[src/rtl/uart_pkg.sv]
// uart_pkg: shared types and defaults for the UART receive path.
//   rx_state_t                 - byte receiver FSM states
//   UART_DEFAULT_CLKS_PER_BIT  - default baud divider (clock cycles per bit)
//   UART_DEFAULT_FIFO_DEPTH    - default word FIFO depth
package uart_pkg;

  typedef enum logic [1:0] {
    IDLE,
    START,
    DATA,
    STOP
  } rx_state_t;

  localparam int unsigned UART_DEFAULT_CLKS_PER_BIT = 2604;
  localparam int unsigned UART_DEFAULT_FIFO_DEPTH   = 4;

endpackage

[src/rtl/uart_rx_byte.sv]
// uart_rx_byte: 8N1 UART byte receiver with a 2-FF input synchroniser.
// Ports:
//   clk        in   system clock, posedge
//   rst        in   asynchronous active-high reset
//   rx         in   raw serial line, idle high, asynchronous to clk
//   byte_data  out  last received byte (valid while byte_valid is high)
//   byte_valid out  one-cycle strobe: byte with good stop bit received
//   frame_err  out  one-cycle strobe: stop bit sampled low, byte discarded
module uart_rx_byte
  import uart_pkg::*;
#(
  parameter int unsigned CLKS_PER_BIT = UART_DEFAULT_CLKS_PER_BIT
) (
  input  logic       clk,
  input  logic       rst,
  input  logic       rx,
  output logic [7:0] byte_data,
  output logic       byte_valid,
  output logic       frame_err
);

  localparam int unsigned CW = $clog2(CLKS_PER_BIT);
  localparam logic [CW-1:0] HALF = CW'(CLKS_PER_BIT / 2 - 1);
  localparam logic [CW-1:0] LAST = CW'(CLKS_PER_BIT - 1);

  logic            rx_m;
  logic            rx_s;
  rx_state_t       state;
  rx_state_t       state_n;
  logic [CW-1:0]   cnt;
  logic [CW-1:0]   cnt_n;
  logic [2:0]      bit_idx;
  logic [2:0]      bit_idx_n;
  logic [7:0]      shreg;
  logic [7:0]      shreg_n;
  logic            done_n;
  logic            ferr_n;

  always_ff @(posedge clk or posedge rst) begin
    if (rst) begin
      rx_m <= 1'b1;
      rx_s <= 1'b1;
    end else begin
      rx_m <= rx;
      rx_s <= rx_m;
    end
  end

  always_ff @(posedge clk or posedge rst) begin
    if (rst) begin
      state      <= IDLE;
      cnt        <= '0;
      bit_idx    <= '0;
      shreg      <= '0;
      byte_valid <= 1'b0;
      frame_err  <= 1'b0;
    end else begin
      state      <= state_n;
      cnt        <= cnt_n;
      bit_idx    <= bit_idx_n;
      shreg      <= shreg_n;
      byte_valid <= done_n;
      frame_err  <= ferr_n;
    end
  end

  always_comb begin
    state_n   = state;
    cnt_n     = cnt + 1'b1;
    bit_idx_n = bit_idx;
    shreg_n   = shreg;
    done_n    = 1'b0;
    ferr_n    = 1'b0;
    case (state)
      IDLE: begin
        cnt_n = '0;
        if (!rx_s) state_n = START;
      end
      START: begin
        if (cnt == HALF) begin
          cnt_n     = '0;
          bit_idx_n = '0;
          // Line back high at mid start bit: treat as a glitch, no error.
          state_n   = rx_s ? IDLE : DATA;
        end
      end
      DATA: begin
        if (cnt == LAST) begin
          cnt_n     = '0;
          shreg_n   = {rx_s, shreg[7:1]};
          bit_idx_n = bit_idx + 3'd1;
          if (bit_idx == 3'd7) state_n = STOP;
        end
      end
      STOP: begin
        if (cnt == LAST) begin
          cnt_n   = '0;
          state_n = IDLE;
          if (rx_s) done_n = 1'b1;
          else      ferr_n = 1'b1;
        end
      end
      default: state_n = IDLE;
    endcase
  end

  assign byte_data = shreg;

endmodule

[src/rtl/uart_word_receiver.sv]
// uart_word_receiver: UART program-load front end. Packs received bytes
// big-endian into 32-bit words and buffers them in a first-word
// fall-through FIFO with a valid/ready output.
// Ports:
//   CLK          in   clock, posedge
//   RESET        in   asynchronous active-high reset
//   UART_RX      in   raw serial line, idle high
//   CLEAR        in   sync pulse: drop partial word, empty FIFO, clear OVERFLOW
//   WORD_DATA    out  FIFO head word, first received byte in [31:24]
//   WORD_VALID   out  FIFO non-empty
//   WORD_READY   in   pop head when WORD_VALID & WORD_READY
//   FRAME_ERROR  out  one-cycle pulse on a bad stop bit
//   OVERFLOW     out  sticky: a completed word was dropped (FIFO full)
module uart_word_receiver
  import uart_pkg::*;
#(
  parameter int unsigned CLKS_PER_BIT = UART_DEFAULT_CLKS_PER_BIT,
  parameter int unsigned FIFO_DEPTH   = UART_DEFAULT_FIFO_DEPTH
) (
  input  logic        CLK,
  input  logic        RESET,
  input  logic        UART_RX,
  input  logic        CLEAR,
  output logic [31:0] WORD_DATA,
  output logic        WORD_VALID,
  input  logic        WORD_READY,
  output logic        FRAME_ERROR,
  output logic        OVERFLOW
);

  localparam int unsigned AW = $clog2(FIFO_DEPTH);

  logic [7:0]  rx_byte;
  logic        rx_valid;
  logic        rx_ferr;

  logic        byte_stb;
  logic [7:0]  byte_q;
  logic [1:0]  idx;
  logic [23:0] word_hi;
  logic        push;
  logic [31:0] push_word;

  logic [31:0] mem [FIFO_DEPTH];
  logic [AW:0] wr_ptr;
  logic [AW:0] rd_ptr;
  logic        empty;
  logic        full;
  logic        pop;
  logic        wr_en;
  logic        ovf;

  uart_rx_byte #(
    .CLKS_PER_BIT (CLKS_PER_BIT)
  ) u_rx (
    .clk        (CLK),
    .rst        (RESET),
    .rx         (UART_RX),
    .byte_data  (rx_byte),
    .byte_valid (rx_valid),
    .frame_err  (rx_ferr)
  );

  always_ff @(posedge CLK or posedge RESET) begin
    if (RESET) begin
      byte_stb <= 1'b0;
      byte_q   <= '0;
    end else begin
      byte_stb <= rx_valid;
      if (rx_valid) byte_q <= rx_byte;
    end
  end

  // The last byte of a word goes straight from byte_q into the FIFO, so
  // only the upper three lanes need holding registers.
  assign push      = byte_stb && (idx == 2'd3) && !CLEAR;
  assign push_word = {word_hi, byte_q};

  always_ff @(posedge CLK or posedge RESET) begin
    if (RESET) begin
      idx     <= '0;
      word_hi <= '0;
    end else if (CLEAR || rx_ferr) begin
      idx <= '0;
    end else if (byte_stb) begin
      case (idx)
        2'd0:    word_hi[23:16] <= byte_q;
        2'd1:    word_hi[15:8]  <= byte_q;
        2'd2:    word_hi[7:0]   <= byte_q;
        default: ;
      endcase
      idx <= idx + 2'd1;
    end
  end

  assign empty = (wr_ptr == rd_ptr);
  assign full  = (wr_ptr[AW] != rd_ptr[AW]) && (wr_ptr[AW-1:0] == rd_ptr[AW-1:0]);
  assign pop   = !empty && WORD_READY;
  assign wr_en = push && (!full || pop);

  always_ff @(posedge CLK) begin
    if (wr_en) mem[wr_ptr[AW-1:0]] <= push_word;
  end

  always_ff @(posedge CLK or posedge RESET) begin
    if (RESET) begin
      wr_ptr <= '0;
      rd_ptr <= '0;
      ovf    <= 1'b0;
    end else if (CLEAR) begin
      wr_ptr <= '0;
      rd_ptr <= '0;
      ovf    <= 1'b0;
    end else begin
      if (pop)   rd_ptr <= rd_ptr + 1'b1;
      if (wr_en) wr_ptr <= wr_ptr + 1'b1;
      if (push && full && !pop) ovf <= 1'b1;
    end
  end

  assign WORD_VALID  = !empty;
  assign WORD_DATA   = empty ? '0 : mem[rd_ptr[AW-1:0]];
  assign FRAME_ERROR = rx_ferr;
  assign OVERFLOW    = ovf;

endmodule

[config.mk]
export PLATFORM = sky130hd
export DESIGN_NAME = uart_word_receiver
export DESIGN_NICKNAME = d
export VERILOG_FILES = /design/src/rtl/uart_pkg.sv /design/src/rtl/uart_rx_byte.sv /design/src/rtl/uart_word_receiver.sv
export SDC_FILE = /design/constraint.sdc
export NUM_CORES = 1
export LEC_CHECK = 0
export ABC_CLOCK_PERIOD_IN_PS = 4100
export BUFFER_PORTS_ARGS = -buffer_cell sky130_fd_sc_hd__buf_4
export CORE_ASPECT_RATIO = 0.7
export CORE_UTILIZATION = 50
export DETAILED_ROUTE_END_ITERATION = 6
export GPL_ROUTABILITY_DRIVEN = 1
export PLACE_DENSITY_LB_ADDON = 0.2
export SYNTH_ARGS = -nofsm -noshare
export SYNTH_HDL_FRONTEND = slang
export SYNTH_HIERARCHICAL = 1
export SYNTH_SLANG_ARGS = --single-unit
[constraint.sdc]
create_clock -name CLK -period 4.1 [get_ports CLK]
set_clock_uncertainty 0.1 [all_clocks]
set_input_delay 0.615 -clock CLK [delete_from_list [all_inputs] [get_ports CLK]]
set_output_delay 0.615 -clock CLK [all_outputs]
set_load 0.05 [all_outputs]
==> metrics.cfg <==
[run_status]
status=finished clean

[detailed_routing]
routed_via_density=5.643
drt-wirelength-per-cell_um=20.29
wirelength_mm=14.67
drt_iter0_drc=227
ant_nets=0
drc=0
dr.pass1.iters=4
vias=4080

[clocking]
h-tree-depth=4
cts_hold_buf=0
cts_resized=0
clockBufferDepth=2
cts.clk_slew.worst_paths_ns=0.07
insertion_delay_ns=0.43
cts.sinks=199
post_cts.repair.setup_buffers=0
cts_buffers=17
cts_tree=done
clockRootBuffer=clkbuf_16

[sta]
slew_viol_final=0
fmax_mhz=306.2
min_period_ns=3.265
tightestPinTransition_ns=1.135
fin_crit_sh_pct=79.64
slew_headroom_pct=24.26
hold_viol=0
fin_setup_tns_ns=0
hold_ws_ns=0.1951
setup-violations-final=0
grt_setup_unrepaired=false

[synthesis]
synthCells=465
synthAdderAreaFrac_pct=2.010
synthMuxAreaShare_pct=14.70
synth_xor_area_share_pct=2.272
synth_compound_area_share_pct=1.762
synth_top_family_by_area=multiplexers
syn_area_um2=8094
yosysSeqAreaShare_pct=69.47
ys_warn_count=6
ys_ff_latch=199
synth_cell_types=43
ys.flop_type=edfxtp_1
synth-edff-count=128
avgSynthCellArea_um2=17.41
synth_nets=483
synthArstFlopShare_pct=35.68
synth-simple-area-share_pct=7.683

[global_route]
antenna_found_initial=0
grt_pass1_vias=4062
grt_overflow=0
grt_first_pass_wirelength_mm=23.20
grtUsageTotal_pct=19.51
grt_max_degree=43

[power_and_ir_drop]
ir_drop_v=0.0002762
p_per_area_nw_per_um2=430.4
p_int_mw=3.281
power_frac_seq_pct=53.2
p_leak_nw=3.878
p_sw_mw=0.7024
clkPwrFrac_pct=46.3
total_power_mw=3.983
pwr-share-comb_pct=0.5
switching_share_pct=17.63

[setup_path]
cp-start-kind=flop
path_class=reg2out
critPathBufInv=2
cpMaxStageDelayCell=dfrtp_2
required_ns=3.38
endpoint_kind=primary output
critical_path.top_delay_family=flip-flops
critical_path.cell_chain=buf_4 > mux4_2 > nor2b_1 > buf_4
arrival_ns=2.55
cpMostUsedCell=buf_4
critPathMaxFanout=20
critPathMaxStageDelay_ns=0.84

[placed_design]
dp.cells=691
io_buffers=39
dpl.hpwl_mm=8.705
gp_congestion=0.8041

[die]
core_um2=15640
start_util_pct=51.74
io-pin-count=40
chipHeight_um=108.5
fp.dieW_um=154.1
num_rows=38
dieArea_um2=16710

[hold_path]
worstHoldPathType=in2reg

[finish]
diodes=0
drive_gt1_share_pct=30.21
fill_cells=1174
stdcell_count=723
area_growth_pct=14.33
nets=528

[run]
maxCapViolCount=0

-- power by group through the flow --
stage | Clock (mW) | Sequential, mW | Combinational, mW
floorplan | 0 | 2.16 | 0.0124
global placement | 0 | 2.16 | 0.0219
detailed placement | 0 | 2.16 | 0.0228
CTS | 1.87 | 2.12 | 0.0227
global route | 1.95 | 2.12 | 0.0252
finish | 1.84 | 2.12 | 0.0213
-- cells in the final DEF (no fill, tap or decap), types with 17 or more instances in the layout --
cell / count
nor2b_1: 20
clkbuf_16: 17
mux4_2: 32
nor2_1: 26
edfxtp_1: 128
dfrtp_1: 68
buf_4: 48
mux2_2: 39
-- path summary, 6_finish.rpt --
path | from | to | slack (ns) | depth (start not counted)
min reg2reg | u_rx/rx_m | u_rx/rx_s | 0.26 | 0
min | UART_RX | u_rx/rx_m | 0.20 | 1
min in group asynchronous | RESET | word_hi[19] | 0.24 | 3
max reg2reg | rd_ptr[0] | mem[2][2] | 1.42 | 5
max | rd_ptr[0] | WORD_DATA[20] | 0.83 | 4
max in group asynchronous | RESET | u_rx/byte_data[2] | 2.82 | 2
-- sequential cells by signal (all words and copies together) (netlist names), 2 cells and up, named ones only --
signal,flops
u_rx/cnt,12
rd_ptr,3
byte_q,8
wr_ptr,3
word_hi,24
idx,2
u_rx/bit_idx,3
u_rx/byte_data,8
mem,128
-- logic make-up (layout without fill, tap and decap cells) --
| family | Yosys count | count (layout) |
|---|---|---|
| AOI/OAI and AO/OA | 17 | 17 |
| xor gates and xnor gates | 18 | 18 |
| adders and majority gates | 13 | 13 |
| buffers and inverters | 36 | 94 |
| DFF | 199 | 199 |
| muxes | 74 | 74 |
| and+or+nand+nor | 108 | 108 |
-- through the flow --
step           setup WS (ns)  instance area [um2]  utilization, %
2_1_floorplan         0.3751                 8094               -
3_3_place_gp           1.248                 8600           54.98
3_5_place_dp           1.206                 8600           54.98
4_1_cts               0.7371                 9254           59.16
5_1_grt               0.6368                 9254           59.16
6_report              0.8346                 9254           59.16
-- synthesized netlist by cell type, types with 8 or more instances --
| cell | n | area [um2] |
|---|---|---|
| clkbuf_1 | 13 | 48.80 |
| xnor2_1 | 11 | 96.34 |
| mux4_2 | 32 | 720.7 |
| nor2b_1 | 20 | 125.1 |
| ha_1 | 13 | 162.7 |
| nor2_1 | 26 | 97.59 |
| nand3_1 | 9 | 45.04 |
| nor3_1 | 8 | 40.04 |
| dfrtp_1 | 69 | 1727 |
| mux2_2 | 39 | 439.2 |
| inv_1 | 14 | 52.55 |
| edfxtp_1 | 128 | 3844 |
| and2b_1 | 13 | 97.59 |
-- cell type report --
cell class / instances / area, um2 / share of cell area (%)
Clock inverter: 9 / 196.4 / 2.123
Inverter: 14 / 52.55 / 0.5679
Sequential cell: 199 / 5624 / 60.78
Clock buffer: 23 / 457.9 / 4.949
Timing Repair Buffer: 48 / 360.3 / 3.894
Tap cell: 200 / 250.2 / 2.704
Multi-Input combinational cell: 230 / 2312 / 24.99
-- per-layer routing --
layer | vias up | track usage, % | routed length (um)
met5 | - | 0 | 0
met4 | 0 | 7.429 | 204
met3 | 20 | 4.329 | 627
met2 | 91 | 31.23 | 6881
met1 | 2135 | 26.46 | 6960
li1 | 1834 | - | -
No activity file was read; power rests on OpenSTA's default activity.
